## src/rtl/p2s_tx_scheduler_if.sv

```systemverilog
// Requester-side bus of the shared serializer scheduler.
// Handshake: req is a level valid held with its word until ack pulses for one
// cycle; the word may change (or req drop) right after ack, never before it.
interface p2s_tx_scheduler_if #(parameter int N_REQ = 4);
  logic [N_REQ-1:0]   req;
  logic [N_REQ-1:0]   req_last;
  logic [32*N_REQ-1:0] req_bits;
  logic [5*N_REQ-1:0] req_width;
  logic [N_REQ-1:0]   ack;

  modport master (output req, req_last, req_bits, req_width, input ack);
  modport slave  (input req, req_last, req_bits, req_width, output ack);
endinterface

```

## src/rtl/p2s_tx_scheduler.sv

```systemverilog
// Round-robin packet scheduler feeding one parallel-to-serial converter; the
// next word is loaded on the edge the converter samples the last bit.
module p2s_tx_scheduler #(
  parameter int N_REQ = 4
) (
  input  logic               clock,
  input  logic               reset,
  p2s_tx_scheduler_if.slave  rq,
  output logic               ser_reset_n,
  output logic [4:0]         ser_width,
  output logic [31:0]        ser_bits,
  input  logic               ser_need_load,
  output logic               busy,
  output logic [2:0]         owner,
  output logic               underrun,
  output logic               sync_err,
  output logic [1:0]         state_dbg
);
  typedef enum logic [1:0] {IDLE = 2'd0, RUN = 2'd1, DRAIN = 2'd2} state_t;

  state_t           state, state_nx;
  logic [4:0]       cnt;
  logic             lock, exp_nl, first_run;
  logic [2:0]       rr, sel, rr_nx;
  logic             have_cand, capture, to_drain, load_pt, sel_last;
  logic [N_REQ-1:0] elig, sel_hot;
  logic [31:0]      sel_bits;
  logic [4:0]       sel_width;

  // A requester acked last cycle still shows its old word, so it sits out.
  assign elig      = rq.req & ~rq.ack;
  assign load_pt   = (state == RUN) && (cnt == ser_width - 5'd1);
  assign busy      = (state != IDLE);
  assign state_dbg = state;
  assign rr_nx     = (sel == 3'(N_REQ - 1)) ? 3'd0 : sel + 3'd1;

  always_comb begin
    have_cand = 1'b0;
    sel       = '0;
    if (lock) begin
      for (int i = 0; i < N_REQ; i++)
        if (owner == 3'(i) && elig[i]) begin
          have_cand = 1'b1;
          sel       = 3'(i);
        end
    end else begin
      // Wrapped candidates first, then those at/above rr override them.
      for (int i = N_REQ - 1; i >= 0; i--)
        if (elig[i] && 3'(i) < rr) begin
          have_cand = 1'b1;
          sel       = 3'(i);
        end
      for (int i = N_REQ - 1; i >= 0; i--)
        if (elig[i] && 3'(i) >= rr) begin
          have_cand = 1'b1;
          sel       = 3'(i);
        end
    end
  end

  always_comb begin
    sel_bits  = '0;
    sel_width = '0;
    sel_last  = 1'b0;
    sel_hot   = '0;
    for (int i = 0; i < N_REQ; i++)
      if (sel == 3'(i)) begin
        sel_bits   = rq.req_bits[32*i +: 32];
        sel_width  = rq.req_width[5*i +: 5];
        sel_last   = rq.req_last[i];
        sel_hot[i] = 1'b1;
      end
  end

  always_comb begin
    state_nx = state;
    capture  = 1'b0;
    to_drain = 1'b0;
    case (state)
      IDLE: if (have_cand) begin
        capture  = 1'b1;
        state_nx = RUN;
      end
      RUN: if (load_pt) begin
        if (have_cand) capture = 1'b1;
        else begin
          to_drain = 1'b1;
          state_nx = DRAIN;
        end
      end
      DRAIN:   state_nx = IDLE;
      default: state_nx = IDLE;
    endcase
  end

  always_ff @(posedge clock or posedge reset) begin
    if (reset) state <= IDLE;
    else       state <= state_nx;
  end

  always_ff @(posedge clock or posedge reset) begin
    if (reset) begin
      rq.ack      <= '0;
      ser_reset_n <= 1'b0;
      ser_width   <= '0;
      ser_bits    <= '0;
      owner       <= '0;
      underrun    <= 1'b0;
      sync_err    <= 1'b0;
      lock        <= 1'b0;
      rr          <= '0;
      cnt         <= '0;
      exp_nl      <= 1'b0;
      first_run   <= 1'b0;
    end else begin
      rq.ack      <= capture ? sel_hot : '0;
      ser_reset_n <= (state_nx != IDLE);
      exp_nl      <= load_pt && have_cand;
      first_run   <= (state == IDLE) && capture;
      if (state == RUN && !first_run && (ser_need_load != exp_nl)) sync_err <= 1'b1;
      if (to_drain && lock) underrun <= 1'b1;
      if (capture) begin
        ser_bits  <= sel_bits;
        ser_width <= sel_width;
        cnt       <= '0;
        owner     <= sel;
        lock      <= ~sel_last;
        if (sel_last) rr <= rr_nx;
      end else begin
        if (state == RUN) cnt <= cnt + 5'd1;
        // Width 0 during DRAIN keeps the converter busy on one zero sample.
        if (to_drain) begin
          ser_bits  <= '0;
          ser_width <= '0;
        end
      end
    end
  end
endmodule

```

## src/flat_wrapper.sv

```systemverilog
// flat-port wrapper written by rule: the top's interface ports become plain ports
module p2s_tx_scheduler_flat 
#(
  parameter int N_REQ = 4
)
  (clock, reset, ser_reset_n, ser_width, ser_bits, ser_need_load, busy, owner, underrun, sync_err, state_dbg, rq_req, rq_req_last, rq_req_bits, rq_req_width, rq_ack);
  p2s_tx_scheduler_if #(.N_REQ(N_REQ)) rq_i ();
  input  logic clock;
  input  logic reset;
  output logic ser_reset_n;
  output logic [4:0] ser_width;
  output logic [31:0] ser_bits;
  input  logic ser_need_load;
  output logic busy;
  output logic [2:0] owner;
  output logic underrun;
  output logic sync_err;
  output logic [1:0] state_dbg;
  input wire logic [$bits(rq_i.req)-1:0] rq_req;
  input wire logic [$bits(rq_i.req_last)-1:0] rq_req_last;
  input wire logic [$bits(rq_i.req_bits)-1:0] rq_req_bits;
  input wire logic [$bits(rq_i.req_width)-1:0] rq_req_width;
  output wire logic [$bits(rq_i.ack)-1:0] rq_ack;
  assign rq_i.req = rq_req;
  assign rq_i.req_last = rq_req_last;
  assign rq_i.req_bits = rq_req_bits;
  assign rq_i.req_width = rq_req_width;
  assign rq_ack = rq_i.ack;
  p2s_tx_scheduler #(.N_REQ(N_REQ)) u_core (.clock(clock), .reset(reset), .rq(rq_i), .ser_reset_n(ser_reset_n), .ser_width(ser_width), .ser_bits(ser_bits), .ser_need_load(ser_need_load), .busy(busy), .owner(owner), .underrun(underrun), .sync_err(sync_err), .state_dbg(state_dbg));
endmodule
```

## config.mk

```make
export PLATFORM = sky130hd
export DESIGN_NAME = p2s_tx_scheduler_flat
export DESIGN_NICKNAME = d
export VERILOG_FILES = /design/src/rtl/p2s_tx_scheduler_if.sv /design/src/rtl/p2s_tx_scheduler.sv /design/src/flat_wrapper.sv
export SDC_FILE = /design/constraint.sdc
export NUM_CORES = 1
export LEC_CHECK = 0
export CAP_MARGIN = 20
export CORE_MARGIN = 2
export CORE_UTILIZATION = 39
export DETAILED_ROUTE_END_ITERATION = 10
export PLACE_DENSITY = 0.82
export SLEW_MARGIN = 20
export SYNTH_ARGS = -nofsm -noshare
export SYNTH_HDL_FRONTEND = slang
export SYNTH_SLANG_ARGS = --single-unit
```

## constraint.sdc

```tcl
create_clock -name clock -period 2.85 [get_ports clock]
set_input_delay 0.57 -clock clock [delete_from_list [all_inputs] [get_ports clock]]
set_output_delay 0.57 -clock clock [all_outputs]
set_load 0.02 [all_outputs]
```

==> impl_results.md <==
* Highest-count cells in the layout ignoring fill and taps: 204 x sky130_fd_sc_hd__clkdlybuf4s50_1, 58 x sky130_fd_sc_hd__dfrtp_1, 46 x sky130_fd_sc_hd__nor2_1
* Compound-gate portion of the synthesized area at 0.331
* Worst-path maximum fanout at 7
* Fraction of final layout cells with drive strength greater than 1 at 0.139
* Area share of xor/xnor cells in the synthesized design at 0.0243
* Net count after synthesis at 588
* Buffer depth of the longest clock path at 2
* Filler Cells Inserted at a little under 700
* Crit path largest cell delay at 450 ps
* Launching element type of the critical path: input pin
* Worst reg2reg path depth at 15
* Count of unique library cells instantiated by Yosys at 47
* Achievable clock frequency at approximately 0.36 GHz
* Synthesized instance count at roughly 420
* Die boundary height at about 100 microns
* Wire length of the first global-routing pass at between 15 and 20 mm
* Placer Congestion at around 0.9
* Reg-to-reg slack, setup at around 220 ps
* Proportion of synthesized area in mux cells at 0.0149
* Warnings from Yosys at 0
* Antenna diode count at 0
* Remaining global-route overflow at 0
* Post-synth top flop: sky130_fd_sc_hd__dfrtp_1
* Fin Clk Skew at 7.63 ps
* Drt first-iter violations at between 100 and 150
* Crit path kind: in2reg
* DR vias/cell at approximately 5.5
* Horizontal die dimension at 100 microns
* Clock insertion delay at the later pin of the skew report at 340 ps
* Clk sinks at 58
* Post-synth EDFFs at 0
* Synthesis-to-layout area growth at 78.0%
* Placed cells at a little over 700
* Static leakage power at roughly 0.0026 uW
* Sequential area share after synthesis at 0.403
* Top cell family by delay on the critical path: compound AO/OA/AOI/OAI gates
* Number of antenna violations at the first check in global routing at 0
* Register bit total from synthesis at 58
* Maximum resistive drop on vdd at between 700 and 800 uV
* Synth Area per Inst at 8.51 sq um
* Overall Power at approximately 6600 uW
* Fraction of the core area covered by cells at the end of the flow at 0.704
* Ports at between 200 and 250
* Slew at the pin closest to its max-slew limit at 633 ps
* Top post-synthesis cells by area: sky130_fd_sc_hd__dfrtp_1 40%, sky130_fd_sc_hd__a22o_1 9.2%, sky130_fd_sc_hd__a22oi_1 8.1%
* Maximum level of the CTS H-tree at 3
* Fin crit share at 0.967
* Max Slew Vio Count at 0
* Total of endpoints with negative setup slack in the final report at 0
* TritonCTS clock tree: yes
* Capture endpoint of the worst hold path: u_core.sync_err
* Worst Setup End Kind: flip-flop
* Rows at 35
* Initial core utilization at 0.395
* Worst max-slew margin expressed relative to the limit at 0.577
* Cell taking the most area after synthesis: sky130_fd_sc_hd__dfrtp_1
* Path type of the worst min-delay path: reg2reg
* Worst hold path depth at 1
* CTS buffer count at 9
* Via Count at between 4000 and 5000
* Cell Chain, Critical Path: clkdlybuf4s50_1 -> nand2b_1 -> o21ai_0 -> a21o_1 -> o311a_1 -> inv_1 -> ha_4 -> nor2b_4 -> buf_6 -> clkbuf_16 -> a22oi_2 -> nor2_1 -> a21oi_1 -> o21ai_0 -> a22o_1
* Placeable core area at 0.00911 sq mm
* Largest net degree at the start of global routing at 39
* Combinational family with the most area after synthesis: compound AO/OA/AOI/OAI gates
* Capturing point of the worst reg2reg path: u_core.ser_width[2]
* Estimated wirelength of the detail-placed design at 9.30 mm
* Antenna Nets Post-Route at 0
* Final critical-path required period at approximately 2800 ps
* DRC viols at 0
* Power per cell area at 1030 mW/mm^2
* Count of buffer and inverter cells on the critical path at 4
* Drt first pass iters at 4
* Worst hold slack after final layout at between 400 and 500 ps
* Most common library cell in the layout ignoring fill and taps: sky130_fd_sc_hd__clkdlybuf4s50_1
* Simple-gate portion of the synthesized area at 0.155
* Post-Syn Area at around 0.0036 sq mm
* Nets at approximately 800
* Maximum Capacitance Violations at 0
* Via count of the first global-routing pass at about 4200
* Total die area at 0.0100 sq mm
* Arrival time of data at the critical path endpoint at ~3000 ps
* Aggregate routed wire length at between 10 and 15 mm
* Crit path required time at approximately 3000 ps
* Area share of the leading cell type in the synthesized netlist at 0.403
* Post-route non-filler standard cell count at 750
* Hold wc startpoint: u_core.first_run
* Async SR Flop Fraction at 1.00
* Number of hold buffers added after cts at 0
* Outcome: finished, final reports clean
* Clk slew on worst S/H paths at about 70 ps
* Adder and majority cell fraction of the synthesized area at 0.0208
* Routed wire per std cell at about 17 microns
* Total routing usage reported by global routing at 0.244
* Fin. Hold Viols at 0
* CP most frequent cell: sky130_fd_sc_hd__o21ai_0
* Reg-to-Reg Start: u_core.rq.ack[0]
* Master cell of the clock root buffer: sky130_fd_sc_hd__clkbuf_8
* Worst path slowest cell: sky130_fd_sc_hd__clkdlybuf4s50_1
* Count of buffers from port buffering at just over 200
[cells by family (layout without fill, tap and decap cells)]
family,after synthesis,count (layout)
AOI/OAI and AO/OA,176,176
xor gates and xnor gates,10,10
adders and majority gates,6,6
buffers and inverters,44,260
DFF,58,58
muxes,5,5
other,1,1
and+or+nand+nor,123,123
[synthesized netlist by cell type, types with 2 or more instances]
library cell / n
sky130_fd_sc_hd__a21oi_1: 41
sky130_fd_sc_hd__mux2i_1: 2
sky130_fd_sc_hd__nand3b_1: 2
sky130_fd_sc_hd__a22oi_1: 39
sky130_fd_sc_hd__nand3_1: 2
sky130_fd_sc_hd__nand4_1: 3
sky130_fd_sc_hd__o21ai_0: 41
sky130_fd_sc_hd__inv_1: 7
sky130_fd_sc_hd__dfrtp_1: 58
sky130_fd_sc_hd__clkbuf_1: 26
sky130_fd_sc_hd__xnor2_1: 3
sky130_fd_sc_hd__o21ai_1: 2
sky130_fd_sc_hd__nor2_1: 47
sky130_fd_sc_hd__ha_1: 6
sky130_fd_sc_hd__and2_1: 4
sky130_fd_sc_hd__nand2b_1: 8
sky130_fd_sc_hd__buf_2: 7
sky130_fd_sc_hd__nor2b_1: 4
sky130_fd_sc_hd__buf_1: 2
sky130_fd_sc_hd__a21o_1: 3
sky130_fd_sc_hd__mux2_1: 3
sky130_fd_sc_hd__a22o_1: 38
sky130_fd_sc_hd__nand2_1: 43
sky130_fd_sc_hd__o21a_1: 3
sky130_fd_sc_hd__xor2_1: 7
[routing by layer]
layer	share of wire	global-route usage	wire length, microns
met1	0.40	0.286	5200
met2	0.51	0.424	6700
met3	0.053	0.0487	697
met4	0.035	0.123	461
met5	0	0	0
[how the worst max path moves through the flow]
stage          startpoint                  end  slack (ps)  depth (start not counted)
6_report        rq_req[3]  u_core.ser_width[2]          90                         15
5_1_grt         rq_req[3]  u_core.ser_width[2]         -20                         14
4_1_cts         rq_req[0]         u_core.rr[1]        -0.4                         14
3_5_place_dp    rq_req[0]  u_core.ser_width[3]        -410                         15
3_3_place_gp    rq_req[0]  u_core.ser_width[3]        -300                         15
2_1_floorplan   rq_req[1]   u_core.ser_bits[0]         -10                         15
[sequential cells by signal (all words and copies together), names as in the netlist, 2 cells and up]
register and cells:
u_core.ser_width 5, u_core.state_dbg 2, u_core.cnt 5, u_core.ser_bits 32, u_core.rr 2, u_core.rq.ack 4
u_core.owner 2
[worst reg2reg max path: stages, from the launching register on]
cell and delay (ps):
sky130_fd_sc_hd__dfrtp_1 410, sky130_fd_sc_hd__nand2b_1 220, sky130_fd_sc_hd__o21ai_1 140, sky130_fd_sc_hd__a21o_1 140, sky130_fd_sc_hd__a22oi_2 70, sky130_fd_sc_hd__o22a_1 240, sky130_fd_sc_hd__inv_2 110, sky130_fd_sc_hd__ha_4 190
sky130_fd_sc_hd__nor2b_4 60, sky130_fd_sc_hd__buf_6 130, sky130_fd_sc_hd__clkbuf_16 160, sky130_fd_sc_hd__a22oi_2 150, sky130_fd_sc_hd__nor2_1 60, sky130_fd_sc_hd__a21oi_1 130, sky130_fd_sc_hd__o21ai_0 100, sky130_fd_sc_hd__a22o_1 200
[cell type report]
cell class	count	area (sq um)	share of cell area
Tap cell	111	139	0.0217
Clock inverter	6	42.5	0.00664
Clock buffer	10	138	0.0215
Sequential cell	58	1450	0.226
Multi-Input combinational cell	321	2170	0.339
Inverter	8	30.0	0.00468
Timing Repair Buffer	236	2440	0.380
[power breakdown]
part           internal [uW]  switching (uW)
Clock                    338             353
Combinational           2200            2430
Sequential              1060             221
[through the flow]
| stage | setup TNS [ps] | area (sq um) | worst slack, ps |
|---|---|---|---|
| 4_1_cts | -0.388 | 6120 | -0.388 |
| 3_3_place_gp | -8180 | 5920 | -298 |
| 5_1_grt | -51.7 | 6410 | -24.7 |
| 6_report | 0 | 6410 | 94.7 |
| 2_1_floorplan | -425 | 3600 | -14.8 |
| 3_5_place_dp | -13070 | 5920 | -408 |
[what timing repair did]
| item | 4_1_cts | 5_1_grt |
|---|---|---|
| setup endpoints to repair | 8 | 40 |
| setup buffers | 0 | 4 |
| gates cloned | 0 | 3 |
| resized for setup | 4 | 60 |
| pin swaps | 0 | 17 |
Power figures use the tool's default switching activity.
